### config.mk
export PLATFORM = sky130hd
export DESIGN_NAME = seq_alu
export DESIGN_NICKNAME = d
export VERILOG_FILES = /design/src/rtl/alu_pkg.sv /design/src/rtl/seq_mul_unit.sv /design/src/rtl/seq_alu.sv
export SDC_FILE = /design/constraint.sdc
export NUM_CORES = 1
export LEC_CHECK = 0
export CAP_MARGIN = 25
export CORE_ASPECT_RATIO = 1.75
export CORE_UTILIZATION = 54
export CTS_CLUSTER_DIAMETER = 120
export DETAILED_ROUTE_END_ITERATION = 7
export GPL_TIMING_DRIVEN = 0
export HOLD_SLACK_MARGIN = 0.03
export PLACE_DENSITY = 0.9
export SLEW_MARGIN = 20
export SYNTH_ARGS = -nofsm -noshare
export SYNTH_HDL_FRONTEND = slang
export SYNTH_HIERARCHICAL = 1
export SYNTH_SLANG_ARGS = --single-unit
### constraint.sdc
create_clock -name clk -period 2.8 [get_ports clk]
set_input_delay 0.56 -clock clk [delete_from_list [all_inputs] [get_ports clk]]
set_output_delay 0.56 -clock clk [all_outputs]
set_load 0.005 [all_outputs]
### src/rtl/alu_pkg.sv
// Shared definitions for the sequential ALU: opcode encoding, FSM states, flag bit positions.
package alu_pkg;

    localparam int unsigned OPCODE_W = 3;

    typedef logic [OPCODE_W-1:0] opcode_t;

    localparam opcode_t OP_ADD  = 3'b000;
    localparam opcode_t OP_SUB  = 3'b001;
    localparam opcode_t OP_AND  = 3'b010;
    localparam opcode_t OP_OR   = 3'b011;
    localparam opcode_t OP_XOR  = 3'b100;
    localparam opcode_t OP_SLT  = 3'b101;
    localparam opcode_t OP_MUL  = 3'b110;
    localparam opcode_t OP_PASS = 3'b111;

    typedef enum logic {
        ST_IDLE = 1'b0,
        ST_MUL  = 1'b1
    } state_t;

    localparam int unsigned FLAG_C = 0;
    localparam int unsigned FLAG_Z = 1;
    localparam int unsigned FLAG_N = 2;
    localparam int unsigned FLAG_V = 3;
    localparam int unsigned NFLAGS = 4;

endpackage

### src/rtl/seq_mul_unit.sv
// Unsigned shift-add multiplier: one add/shift per cycle, WIDTH steps after start.
// done and product are combinational so the caller can capture the final step on the same edge.
module seq_mul_unit
    import alu_pkg::*;
#(
    parameter int unsigned WIDTH = 16
) (
    input  logic                 clk,
    input  logic                 reset,
    input  logic                 start,
    input  logic [WIDTH-1:0]     a,
    input  logic [WIDTH-1:0]     b,
    output logic                 done,
    output logic [2*WIDTH-1:0]   product
);

    localparam int unsigned CW = (WIDTH > 1) ? $clog2(WIDTH) : 1;
    localparam int unsigned AW = 2 * WIDTH;

    logic              busy;
    logic [CW-1:0]     cnt;
    logic [AW-1:0]     acc;
    logic [AW-1:0]     acc_next;
    logic [WIDTH-1:0]  mcand;
    logic [WIDTH-1:0]  addend;
    logic [WIDTH:0]    upper;

    // Low half holds the remaining multiplier bits; the carry of each add shifts into the top.
    always_comb begin
        addend   = acc[0] ? mcand : '0;
        upper    = {1'b0, acc[AW-1:WIDTH]} + {1'b0, addend};
        acc_next = {upper, acc[WIDTH-1:1]};
        done     = busy && (cnt == '0);
        product  = acc_next;
    end

    always_ff @(posedge clk) begin
        if (reset) begin
            busy  <= 1'b0;
            cnt   <= '0;
            acc   <= '0;
            mcand <= '0;
        end else if (start) begin
            busy  <= 1'b1;
            cnt   <= CW'(WIDTH - 1);
            acc   <= {WIDTH'(0), b};
            mcand <= a;
        end else if (busy) begin
            acc <= acc_next;
            if (cnt == '0) begin
                busy <= 1'b0;
            end else begin
                cnt <= cnt - CW'(1);
            end
        end
    end

endmodule

### src/rtl/seq_alu.sv
// Handshaked ALU with registered result/flags; single-cycle ops plus a multi-cycle multiply.
// The output register holds under backpressure; a drain and a new result may share an edge.
module seq_alu
    import alu_pkg::*;
#(
    parameter int unsigned WIDTH = 16,
    parameter int unsigned OPW   = 3
) (
    input  logic              clk,
    input  logic              reset,
    input  logic              in_valid,
    output logic              in_ready,
    input  logic [WIDTH-1:0]  x,
    input  logic [WIDTH-1:0]  y,
    input  logic [OPW-1:0]    opcode,
    output logic              out_valid,
    input  logic              out_ready,
    output logic [WIDTH-1:0]  result,
    output logic              flag_c,
    output logic              flag_z,
    output logic              flag_n,
    output logic              flag_v
);

    localparam int unsigned AW = 2 * WIDTH;

    state_t             state;
    state_t             state_next;
    opcode_t            op;
    logic               accept;
    logic               mul_start;
    logic               mul_done;
    logic               load;
    logic [AW-1:0]      product;
    logic [WIDTH:0]     add_sum;
    logic [WIDTH:0]     sub_sum;
    logic [WIDTH-1:0]   res_c;
    logic [NFLAGS-1:0]  flags_c;

    assign op = opcode_t'(opcode);

    seq_mul_unit #(
        .WIDTH (WIDTH)
    ) u_mul (
        .clk     (clk),
        .reset   (reset),
        .start   (mul_start),
        .a       (x),
        .b       (y),
        .done    (mul_done),
        .product (product)
    );

    // State register
    always_ff @(posedge clk) begin
        if (reset) begin
            state <= ST_IDLE;
        end else begin
            state <= state_next;
        end
    end

    // Next-state logic
    always_comb begin
        state_next = state;
        case (state)
            ST_IDLE: if (mul_start) state_next = ST_MUL;
            ST_MUL:  if (mul_done)  state_next = ST_IDLE;
            default: state_next = ST_IDLE;
        endcase
    end

    // Handshake and control outputs
    always_comb begin
        in_ready  = !reset && (state == ST_IDLE) && (!out_valid || out_ready);
        accept    = in_valid && in_ready;
        mul_start = accept && (op == OP_MUL);
        load      = (accept && (op != OP_MUL)) || ((state == ST_MUL) && mul_done);
    end

    // Result and flags; while multiplying the only source is the multiplier product
    always_comb begin
        res_c   = '0;
        flags_c = '0;
        add_sum = {1'b0, x} + {1'b0, y};
        sub_sum = {1'b0, x} + {1'b0, ~y} + (WIDTH + 1)'(1);
        if (state == ST_MUL) begin
            res_c           = product[WIDTH-1:0];
            flags_c[FLAG_C] = |product[AW-1:WIDTH];
        end else begin
            case (op)
                OP_ADD: begin
                    res_c           = add_sum[WIDTH-1:0];
                    flags_c[FLAG_C] = add_sum[WIDTH];
                    flags_c[FLAG_V] = (x[WIDTH-1] == y[WIDTH-1]) && (add_sum[WIDTH-1] != x[WIDTH-1]);
                end
                OP_SUB: begin
                    res_c           = sub_sum[WIDTH-1:0];
                    flags_c[FLAG_C] = sub_sum[WIDTH];
                    flags_c[FLAG_V] = (x[WIDTH-1] != y[WIDTH-1]) && (sub_sum[WIDTH-1] != x[WIDTH-1]);
                end
                OP_AND:  res_c = x & y;
                OP_OR:   res_c = x | y;
                OP_XOR:  res_c = x ^ y;
                OP_SLT:  res_c = WIDTH'($signed(x) < $signed(y));
                OP_PASS: res_c = x;
                default: res_c = '0;
            endcase
        end
        flags_c[FLAG_Z] = (res_c == '0);
        flags_c[FLAG_N] = res_c[WIDTH-1];
    end

    // Output register: load wins over drain so a simultaneous drain+accept keeps out_valid high
    always_ff @(posedge clk) begin
        if (reset) begin
            out_valid <= 1'b0;
            result    <= '0;
            flag_c    <= 1'b0;
            flag_z    <= 1'b0;
            flag_n    <= 1'b0;
            flag_v    <= 1'b0;
        end else if (load) begin
            out_valid <= 1'b1;
            result    <= res_c;
            flag_c    <= flags_c[FLAG_C];
            flag_z    <= flags_c[FLAG_Z];
            flag_n    <= flags_c[FLAG_N];
            flag_v    <= flags_c[FLAG_V];
        end else if (out_valid && out_ready) begin
            out_valid <= 1'b0;
        end
    end

endmodule

==> impl_metrics.json <==
{
  "violations": "setup timing",
  "clkSlewWorstSetupHoldPaths_ns": 0.06,
  "grt_max_degree": 14,
  "area_delta_synth_final_pct": 26.8,
  "synth_cells": 935,
  "cts.sinks": 74,
  "wl_per_cell_um": 23.8,
  "track_usage_pct": 40.7,
  "setup_slack_ns": -0.821,
  "dieArea_sq_um": 13800,
  "die_w_um": 89.1,
  "vias": 8199,
  "rsz0062_at_grt": "true",
  "synth-edff-count": 0,
  "r2r_start": "u_mul/acc[0]",
  "yosysSeqAreaShare_pct": 20.6,
  "overflow": 0,
  "slowest_delay_ns": 0.38,
  "root_buffer": "clkbuf_16",
  "clock_path_buffers": 2,
  "nNetsFinal": 1135,
  "worstSetupEndpointType": "flip-flop",
  "period_minus_slack_ns": 3.62,
  "synth_top_area_share_pct": 20.6,
  "ys.warnings.count": 6,
  "fillCellCount": 989,
  "synth_flop_cell": "dfxtp_1",
  "path_class": "reg -> reg",
  "max_cap_viol_count": 0,
  "hold_viol": 0,
  "ff_latch_area_sq_um": 1490,
  "setup_viol": 12,
  "die_y_um": 155,
  "required_ns": 3.01,
  "drive_above_1_share_pct": 23.5,
  "dr.pass1.iters": 6,
  "synth_area_leaders": "dfxtp_1 (21%), ha_1 (13%), mux2i_1 (7.4%), nor2_1 (6.4%), a21oi_1 (4.7%)",
  "crit_slowest_cell": "a21oi_2",
  "syn_area_per_cell_sq_um": 7.68,
  "hp-class": "reg -> reg",
  "whs_ns": 0.464,
  "crit_arrival_ns": 3.83,
  "fin_skew_ns": 0.00467,
  "fin_tns_setup_ns": -2.10,
  "finalMaxSlewViolations": 0,
  "total_power_mw": 3.36,
  "cts_tree": "done",
  "synth.distinct_cells": 92,
  "synth_area_leader_cell": "dfxtp_1",
  "grt_pass1_wl_um": 41900,
  "max_freq_ghz": 0.276,
  "ctsHoldBuffers": 0,
  "cts_made_buffers": 9,
  "design.core.area_sq_um": 12900,
  "worstPathCellList": "buf_12 -> and2_1 -> ha_1 -> a21o_1 -> nand4_1 -> a21oi_2 -> o21ai_0 -> a21boi_0 -> nor2_1 -> nor4_2 -> nand4_1 -> nor4_2 -> nand2_1 -> o21ai_1 -> a211oi_1",
  "fin_crit_sh_pct": 129,
  "ir_drop_mv": 0.258,
  "antenna_cells": 0,
  "worstMarginPinSlew_ns": 1.16,
  "synthArstFlopShare_pct": 0,
  "fin_util_pct": 70.3,
  "syn-num-nets": 1051,
  "cp-start-kind": "flip-flop",
  "crit_fanout": 6,
  "grt_antenna_before_repair": 0,
  "multi_input_area_sq_um": 5810,
  "io_buffers": 59,
  "ys_ff_latch": 74,
  "status": "finished, violations left",
  "layout_commonest_cell": "nor2_1",
  "cts_htree_levels": 3,
  "rows": 55,
  "synth_area_sq_um": 7180,
  "p_per_area_nw_per_um2": 369,
  "vias_per_cell": 6.86,
  "drc": 0,
  "gp_congestion": 1.05,
  "cp-startpoint": "u_mul/acc[0]",
  "dpl.hpwl_um": 19200,
  "clock_latency_ns": 0.34,
  "postRouteAntennaNets": 0,
  "ios": 61,
  "drt_wl_total_um": 28400,
  "hp-start": "result[13]",
  "drt_iter0_markers": 903,
  "initial_core_util_pct": 55.5,
  "mostFrequentLayoutCells": "nor2_1 (111), dfxtp_1 (73), ha_1 (59), a21oi_1 (58), inv_1 (56)",
  "leakage_nw": 3.86,
  "slew_headroom_pct": 22.7,
  "grt_pass1_vias": 7962
}
## critical path: cells and delay by family, from the launching register on
| family | cells | cell delay (ns) |
|---|---|---|
| simple gates | 7 | 1.56 |
| compound gates | 6 | 1.15 |
| flops | 1 | 0.37 |
| fa+ha+maj | 1 | 0.29 |
| buf+inv | 1 | 0.13 |
## path summary, 6_finish.rpt
| kind | cells after the start | to | slack (ns) |
|---|---|---|---|
| max | 15 | flag_c | -0.82 |
| min | 2 | result[13] | 0.46 |
| max reg2reg | 15 | flag_c | -0.82 |
| min reg2reg | 2 | result[13] | 0.46 |
## kinds of logic after synthesis
logic type	share of synthesized area (%)
xor gates and xnor gates	3.16
and+or+nand+nor	21.6
AOI/OAI and AO/OA	24.8
DFF	20.6
adders and majority gates	13.7
muxes	7.86
buffers and inverters	8.19
## routing by layer
layer	up-vias	global-route usage [%]	wire [um]
met5	-	0	0
met4	0	35.9	3030
met3	274	13.0	2820
met2	674	68.4	13700
met1	3751	38.2	8840
li1	3500	-	-
## synth_stat cells, types with 10 or more instances
cell type and instances:
nor4_1 11, and2_1 24, buf_4 17, inv_1 62, mux2i_1 53, a21oi_1 67
ha_1 74, dfxtp_1 74, a31oi_1 11, buf_2 19, nor3_1 26, nand2b_1 10
a21o_1 12, clkbuf_1 24, nand2_1 53, and3_1 13, o21ai_0 40, xnor2_1 17
a22oi_1 12, nand3_1 16, nor2_1 123
## flip-flops by register name, indices dropped and copies added (netlist names)
name and cells:
flag_c 1, flag_v 1, flag_z 1, out_valid 1
result 16, state 1, u_mul/acc 32, u_mul/busy 1
u_mul/cnt 4, u_mul/mcand 16
## through the flow
step	area [sq um]	instances	setup slack, ns
2_1_floorplan	7220	935	-0.0277
3_3_place_gp	8030	1165	-1.54
3_5_place_dp	8030	1165	-1.54
4_1_cts	8720	1187	-0.670
5_1_grt	9100	1195	-1.00
6_report	9100	1195	-0.821
## what timing repair did
item                                    CTS  global route
setup buffers                             9             9
endpoints found under the setup margin   35            51
cloned                                    0             0
resized for setup                       135           133
pin swaps                                21            32
## final cells by class
type | count | area share (%)
clock inverters | 5 | 0.412
plain buffers | 63 | 4.25
repair buffers | 77 | 7.40
flip-flops and latches | 74 | 16.3
well taps | 171 | 2.35
inverters | 64 | 2.80
multi-input cells | 730 | 63.8
clock buffers | 11 | 2.67
## power by group
group          switching (mW)  leakage (nW)  internal (mW)
clock network           0.482         0.133          0.630
registers              0.0175         0.600           1.08
logic                   0.699          3.13          0.453
total                    1.20          3.86           2.16
Note: power is estimated with default switching activity, not from simulation.
